`src/rtl/rv32i_pkg.sv`:
```
// Shared core definitions: CSR addresses, interrupt debounce FSM encoding
// and default parameters for the external interrupt controller.
package rv32i_pkg;

    // Machine-mode CSR addresses
    localparam logic [11:0] CSR_MSTATUS = 12'h300;
    localparam logic [11:0] CSR_MIE     = 12'h304;
    localparam logic [11:0] CSR_MTVEC   = 12'h305;
    localparam logic [11:0] CSR_MEPC    = 12'h341;
    localparam logic [11:0] CSR_MCAUSE  = 12'h342;
    localparam logic [11:0] CSR_MIP     = 12'h344;

    // Interrupt controller defaults
    localparam int DEF_SYNC_STAGES     = 2;
    localparam int DEF_DEBOUNCE_CYCLES = 4;

    // Saturation value of the missed-event counter
    localparam logic [7:0] MISSED_MAX = 8'hFF;

    // Debounce FSM states
    typedef enum logic [1:0] {
        LOW      = 2'b00,
        CHK_HIGH = 2'b01,
        HIGH     = 2'b10,
        CHK_LOW  = 2'b11
    } db_state_e;

endpackage

```
`src/rtl/irq_controller_if.sv`:
```
// Signal bundle between the interrupt controller and its surroundings
// (external line, CSR enable, trap acknowledge, request/status outputs).
interface irq_controller_if;

    logic       key_raw;
    logic       mie_en;
    logic       ack;
    logic       key;
    logic       pending;
    logic [7:0] missed_cnt;

    modport master (
        output key_raw,
        output mie_en,
        output ack,
        input  key,
        input  pending,
        input  missed_cnt
    );

    modport slave (
        input  key_raw,
        input  mie_en,
        input  ack,
        output key,
        output pending,
        output missed_cnt
    );

endinterface

```
`src/rtl/irq_controller_key_debounce.sv`:
```
// Debounce FSM for the synchronized interrupt line. A level change is
// accepted only after the new level has been seen for a run of consecutive
// samples; an accepted rising change produces a one-cycle rise pulse.
module key_debounce
    import rv32i_pkg::*;
#(
    parameter int DEBOUNCE_CYCLES = DEF_DEBOUNCE_CYCLES
) (
    input  logic clk,
    input  logic rst_n,
    input  logic sync_q,
    output logic level,
    output logic rise
);

    localparam logic [15:0] CNT_LIMIT = 16'(DEBOUNCE_CYCLES);

    db_state_e   state;
    logic [15:0] cnt;

    // State and stability counter advance on every sample of sync_q
    always_ff @(posedge clk or negedge rst_n) begin
        if (!rst_n) begin
            state <= LOW;
            cnt   <= 16'd0;
        end else begin
            case (state)
                LOW: begin
                    if (sync_q) begin
                        state <= CHK_HIGH;
                        cnt   <= 16'd1;
                    end
                end
                CHK_HIGH: begin
                    if (!sync_q) begin
                        state <= LOW;
                        cnt   <= 16'd0;
                    end else if (cnt == CNT_LIMIT) begin
                        state <= HIGH;
                        cnt   <= 16'd0;
                    end else begin
                        cnt <= cnt + 16'd1;
                    end
                end
                HIGH: begin
                    if (!sync_q) begin
                        state <= CHK_LOW;
                        cnt   <= 16'd1;
                    end
                end
                CHK_LOW: begin
                    if (sync_q) begin
                        state <= HIGH;
                        cnt   <= 16'd0;
                    end else if (cnt == CNT_LIMIT) begin
                        state <= LOW;
                        cnt   <= 16'd0;
                    end else begin
                        cnt <= cnt + 16'd1;
                    end
                end
                default: begin
                    state <= LOW;
                    cnt   <= 16'd0;
                end
            endcase
        end
    end

    // Decoded from registers only (state, cnt and the last synchronizer
    // stage), so the pulse is glitch-free and lands in the same cycle the
    // FSM commits to HIGH, letting pending set on that edge.
    assign rise  = (state == CHK_HIGH) && sync_q && (cnt == CNT_LIMIT);
    assign level = (state == HIGH) || (state == CHK_LOW);

endmodule

```
`src/rtl/irq_controller.sv`:
```
// External interrupt controller: synchronizes and debounces the raw line,
// latches accepted rising edges as pending until the trap is acknowledged,
// counts edges lost while already pending, and gates the request with mie.
module irq_controller
    import rv32i_pkg::*;
#(
    parameter int SYNC_STAGES     = DEF_SYNC_STAGES,
    parameter int DEBOUNCE_CYCLES = DEF_DEBOUNCE_CYCLES
) (
    input  logic            clk,
    input  logic            rst_n,
    irq_controller_if.slave bus
);

    logic [SYNC_STAGES-1:0] sync_ff;
    logic                   sync_q;
    logic                   rise;
    logic                   level_unused;
    logic                   pending_q;
    logic                   key_q;
    logic [7:0]             missed_q;

    // Metastability chain for the asynchronous line; nothing else sees key_raw
    always_ff @(posedge clk or negedge rst_n) begin
        if (!rst_n) begin
            sync_ff <= '0;
        end else begin
            sync_ff <= {sync_ff[SYNC_STAGES-2:0], bus.key_raw};
        end
    end

    assign sync_q = sync_ff[SYNC_STAGES-1];

    // The debounced level itself is not needed here, only its rising edge
    key_debounce #(
        .DEBOUNCE_CYCLES (DEBOUNCE_CYCLES)
    ) u_key_debounce (
        .clk    (clk),
        .rst_n  (rst_n),
        .sync_q (sync_q),
        .level  (level_unused),
        .rise   (rise)
    );

    // Pending flag: a new edge wins over a simultaneous acknowledge
    always_ff @(posedge clk or negedge rst_n) begin
        if (!rst_n) begin
            pending_q <= 1'b0;
        end else if (rise) begin
            pending_q <= 1'b1;
        end else if (bus.ack) begin
            pending_q <= 1'b0;
        end
    end

    // Count edges that arrive while an unserviced event is still pending
    always_ff @(posedge clk or negedge rst_n) begin
        if (!rst_n) begin
            missed_q <= 8'd0;
        end else if (rise && pending_q && !bus.ack && (missed_q != MISSED_MAX)) begin
            missed_q <= missed_q + 8'd1;
        end
    end

    // Registered request towards the CSR block, masked by the enable
    always_ff @(posedge clk or negedge rst_n) begin
        if (!rst_n) begin
            key_q <= 1'b0;
        end else begin
            key_q <= pending_q & bus.mie_en;
        end
    end

    assign bus.key        = key_q;
    assign bus.pending    = pending_q;
    assign bus.missed_cnt = missed_q;

endmodule
```
`src/flat_wrapper.sv`:
```
// flat-port wrapper written by rule: the top's interface ports become plain ports
module irq_controller_flat import rv32i_pkg::*;
#(
    parameter int SYNC_STAGES     = DEF_SYNC_STAGES,
    parameter int DEBOUNCE_CYCLES = DEF_DEBOUNCE_CYCLES
)
  (clk, rst_n, bus_key_raw, bus_mie_en, bus_ack, bus_key, bus_pending, bus_missed_cnt);
  irq_controller_if bus_i ();
  input  logic clk;
  input  logic rst_n;
  input wire logic [$bits(bus_i.key_raw)-1:0] bus_key_raw;
  input wire logic [$bits(bus_i.mie_en)-1:0] bus_mie_en;
  input wire logic [$bits(bus_i.ack)-1:0] bus_ack;
  output wire logic [$bits(bus_i.key)-1:0] bus_key;
  output wire logic [$bits(bus_i.pending)-1:0] bus_pending;
  output wire logic [$bits(bus_i.missed_cnt)-1:0] bus_missed_cnt;
  assign bus_i.key_raw = bus_key_raw;
  assign bus_i.mie_en = bus_mie_en;
  assign bus_i.ack = bus_ack;
  assign bus_key = bus_i.key;
  assign bus_pending = bus_i.pending;
  assign bus_missed_cnt = bus_i.missed_cnt;
  irq_controller #(.SYNC_STAGES(SYNC_STAGES), .DEBOUNCE_CYCLES(DEBOUNCE_CYCLES)) u_core (.clk(clk), .rst_n(rst_n), .bus(bus_i));
endmodule
```
`config.mk`:
```
export PLATFORM = sky130hd
export DESIGN_NAME = irq_controller_flat
export DESIGN_NICKNAME = d
export VERILOG_FILES = /design/src/rtl/rv32i_pkg.sv /design/src/rtl/irq_controller_if.sv /design/src/rtl/irq_controller_key_debounce.sv /design/src/rtl/irq_controller.sv /design/src/flat_wrapper.sv
export SDC_FILE = /design/constraint.sdc
export NUM_CORES = 1
export LEC_CHECK = 0
export CAP_MARGIN = 20
export CORE_MARGIN = 8
export CORE_UTILIZATION = 51
export DETAILED_ROUTE_END_ITERATION = 8
export GPL_ROUTABILITY_DRIVEN = 0
export MAX_ROUTING_LAYER = met4
export PLACE_DENSITY = 0.75
export SLEW_MARGIN = 20
export SYNTH_ARGS = -nofsm -noshare
export SYNTH_HDL_FRONTEND = slang
export SYNTH_SLANG_ARGS = --single-unit
```
`constraint.sdc`:
```
create_clock -name clk -period 1.6 [get_ports clk]
set_input_delay 0.16 -clock clk [delete_from_list [all_inputs] [get_ports clk]]
set_output_delay 0.16 -clock clk [all_outputs]
set_load 0.005 [all_outputs]
```
==> results.yml <==
synth:
  yosys.area.top_type: "dfrtp_1"
  ys_async_sr_fraction_pct: 100
  synth_nets: 172
  syn_area_per_cell_sq_um: 9.94
  synth_edf_count: 0
  yosysWarnings: 0
  synth_flop_cell: "dfrtp_1"
  synthTopCellsByArea: "dfrtp_1, a31oi_1, nand3_1, xor2_1, and3_1"
  syn_inst: 164
  yosysSeqAreaShare_pct: 46.0
  synthesis.area_sq_um: 1630
  synth_top_area_share_pct: 46.0
  synthDistinctLibCells: 37
  synth-seq-cells: 30
clocking:
  cts_buffer_depth: 2
  ctsRootBufferMaster: "clkbuf_4"
  cts_made_buffers: 5
  holdBufCountCts: 0
  cts_tree: "built"
  cts_sinks: 30
  path_clk_slew_ns: 0.09
  h-tree-depth: 2
  clock_latency_ns: 0.33
status:
  violations: "negative setup slack"
  outcome: "complete, but fails checks"
timing:
  setup_viol: 24
  period_needed_ns: 1.76
  finClkSkew_ns: 0.0119
  finalHoldViolations: 0
  rsz0062_at_grt: "yes"
  fmax_ghz: 0.568
  relSlewSlack_pct: 73.2
  fin_crit_sh_pct: 110
  finalMaxSlewViolations: 0
  worst_pin_slew_ns: 0.402
  holdWs_ns: 0.210
  worst_slack_ns: -0.160
power_and_ir_drop:
  p_switching_mw: 1.01
  p_leak_nw: 1.10
  p_int_mw: 1.63
  pwr-share-comb_pct: 48.9
  pwr-share-seq_pct: 34.1
  pwr-share-clk_pct: 17.0
  ir_drop_mv: 0.694
  power_density_nw_per_um2: 1090
  total_power_mw: 2.64
  sw_frac_of_total_pct: 38.2
global_routing:
  use_met2_pct: 25.1
  grt_pass1_vias: 1484
  antenna_found_initial: 0
  grt_max_degree: 31
  grtUsageMet3_pct: 5.23
  grt_pass1_wl_mm: 6.70
  use_met1_pct: 19.4
  grt_use_total_pct: 16.4
  overflow: 0
  grt-busiest-layer: "met2"
floorplan:
  ioPinCount: 15
  dieArea_sq_um: 5260
  num_rows: 20
  initial_core_util_pct: 53.4
  core_area_sq_um: 3050
  fp.dieW_microns: 72.5
  die_h_microns: 72.5
worst_setup_path:
  regToRegStartpoint: "u_core.u_key_debounce.cnt[0]"
  rrSetupSlack_ns: -0.16
  worstPathArrival_ns: 1.98
  reg2reg_depth: 8
  cp-end-kind: "register"
  path_class: "register to register"
  critPathRequiredTime_ns: 1.82
  critPathMaxFanout: 5
  worst_setup_path_start_kind: "register"
placed_design:
  numPlacedInstances: 245
  port_buffers: 14
  place_ws_ns: -0.143
  hpwl_mm: 2.74
detailed_routing:
  routed_via_density: 6.15
  dr.pass1.iters: 4
  wire_per_inst_microns: 17.7
  ant_nets: 0
  vias: 1587
  wl_mm: 4.57
  drc: 0
  drt-initial-drc-count: 157
finish:
  syn2layout_area_growth_pct: 48.0
  regArea_sq_um: 751
  fill_cells: 198
  multiInputGateArea_sq_um: 1020
  final_common_cell: "buf_4"
  final_core_util_pct: 79.0
  nets: 223
  drive_above_1_share_pct: 37.4
  final_cell_mix: "buf_4, dfrtp_1, clkdlybuf4s50_1"
  antennaDiodeCount: 0
  final_cells: 258
min_path:
  hp-class: "input pin to async pin"
job:
  drv_cap: 0
## sequential cells by signal, summed over array words and instances (netlist names), named ones only
| name | cells |
|---|---|
| u_core.bus.pending | 1 |
| u_core.bus.key | 1 |
| u_core.sync_ff | 2 |
| u_core.u_key_debounce.state | 1 |
| u_core.u_key_debounce.cnt | 16 |
| u_core.bus.missed_cnt | 8 |
## power by group through the flow
stage / registers [mW] / logic, mW / clock network (mW)
CTS: 0.888 / 0.897 / 0.451
finish: 0.900 / 1.29 / 0.448
global route: 0.908 / 1.39 / 0.491
global placement: 0.900 / 0.854 / 0
detailed placement: 0.904 / 0.890 / 0
floorplan: 0.913 / 0.572 / 0
## critical path, cell delays in order, from the launching register on
cell and delay (ns):
dfrtp_1 0.40, inv_2 0.09, ha_4 0.13, nor4b_4 0.17
nand4_1 0.14, buf_6 0.17, buf_8 0.13, a21oi_4 0.12
mux2_4 0.31
## worst max path at each step
| stage | slack [ns] | end | start |
|---|---|---|---|
| after CTS | -0.13 | register | u_core.u_key_debounce.cnt[0] |
| after global placement | -0.08 | u_core.bus.missed_cnt[6] | u_core.u_key_debounce.cnt[7] |
| after detailed placement | -0.14 | u_core.bus.missed_cnt[7] | u_core.u_key_debounce.cnt[0] |
| after floorplan | -0.01 | register | u_core.u_key_debounce.cnt[0] |
| after global routing | -0.24 | u_core.bus.missed_cnt[6] | u_core.u_key_debounce.cnt[0] |
| final | -0.16 | register | u_core.u_key_debounce.cnt[0] |
## Yosys cell counts, types with 3 or more instances
cell,number
dfrtp_1,30
a41oi_1,5
nand2_1,6
ha_1,3
and2_1,4
nand4_1,9
nor4_1,3
nand3_1,14
nor2_1,6
inv_1,8
buf_2,3
and4_1,3
a31oi_1,17
clkbuf_1,5
xor2_1,7
nor3_1,4
and3_1,9
a21oi_1,3
nand3b_1,4
## layout make-up
class	count	area share, %
clock buffer	6	2.13
inverter	8	1.24
multi-input combinational	115	42.3
sequential	30	31.1
tap	44	2.28
timing repair buffer	55	20.9
## metrics by stage
stage	setup TNS, ns	area (sq um)
after floorplan	-0.0622	1660
after global placement	-0.577	2050
after detailed placement	-0.832	2050
after CTS	-1.15	2120
after global routing	-4.15	2410
final	-1.94	2410
## routing by layer
layer / vias up / share of wire [%]
li1: 729 / -
met1: 789 / 43
met2: 63 / 50
met3: 6 / 6.3
met4: 0 / 1.3
met5: - / 0
## kinds of logic after synthesis
logic type / synth area share [%]
compound gates: 15.2
fa+ha+maj: 2.30
flops: 46.0
mux: 2.61
simple gates: 24.7
xor+xnor: 4.30
buf+inv: 4.84
## what timing repair did
item                                    CTS  global route
pin swaps                                 0            20
gates resized for setup                   4            41
cloned                                    0             3
buffers inserted                          0             4
endpoints found under the setup margin   12            27
Note: power is estimated with default switching activity, not from simulation.
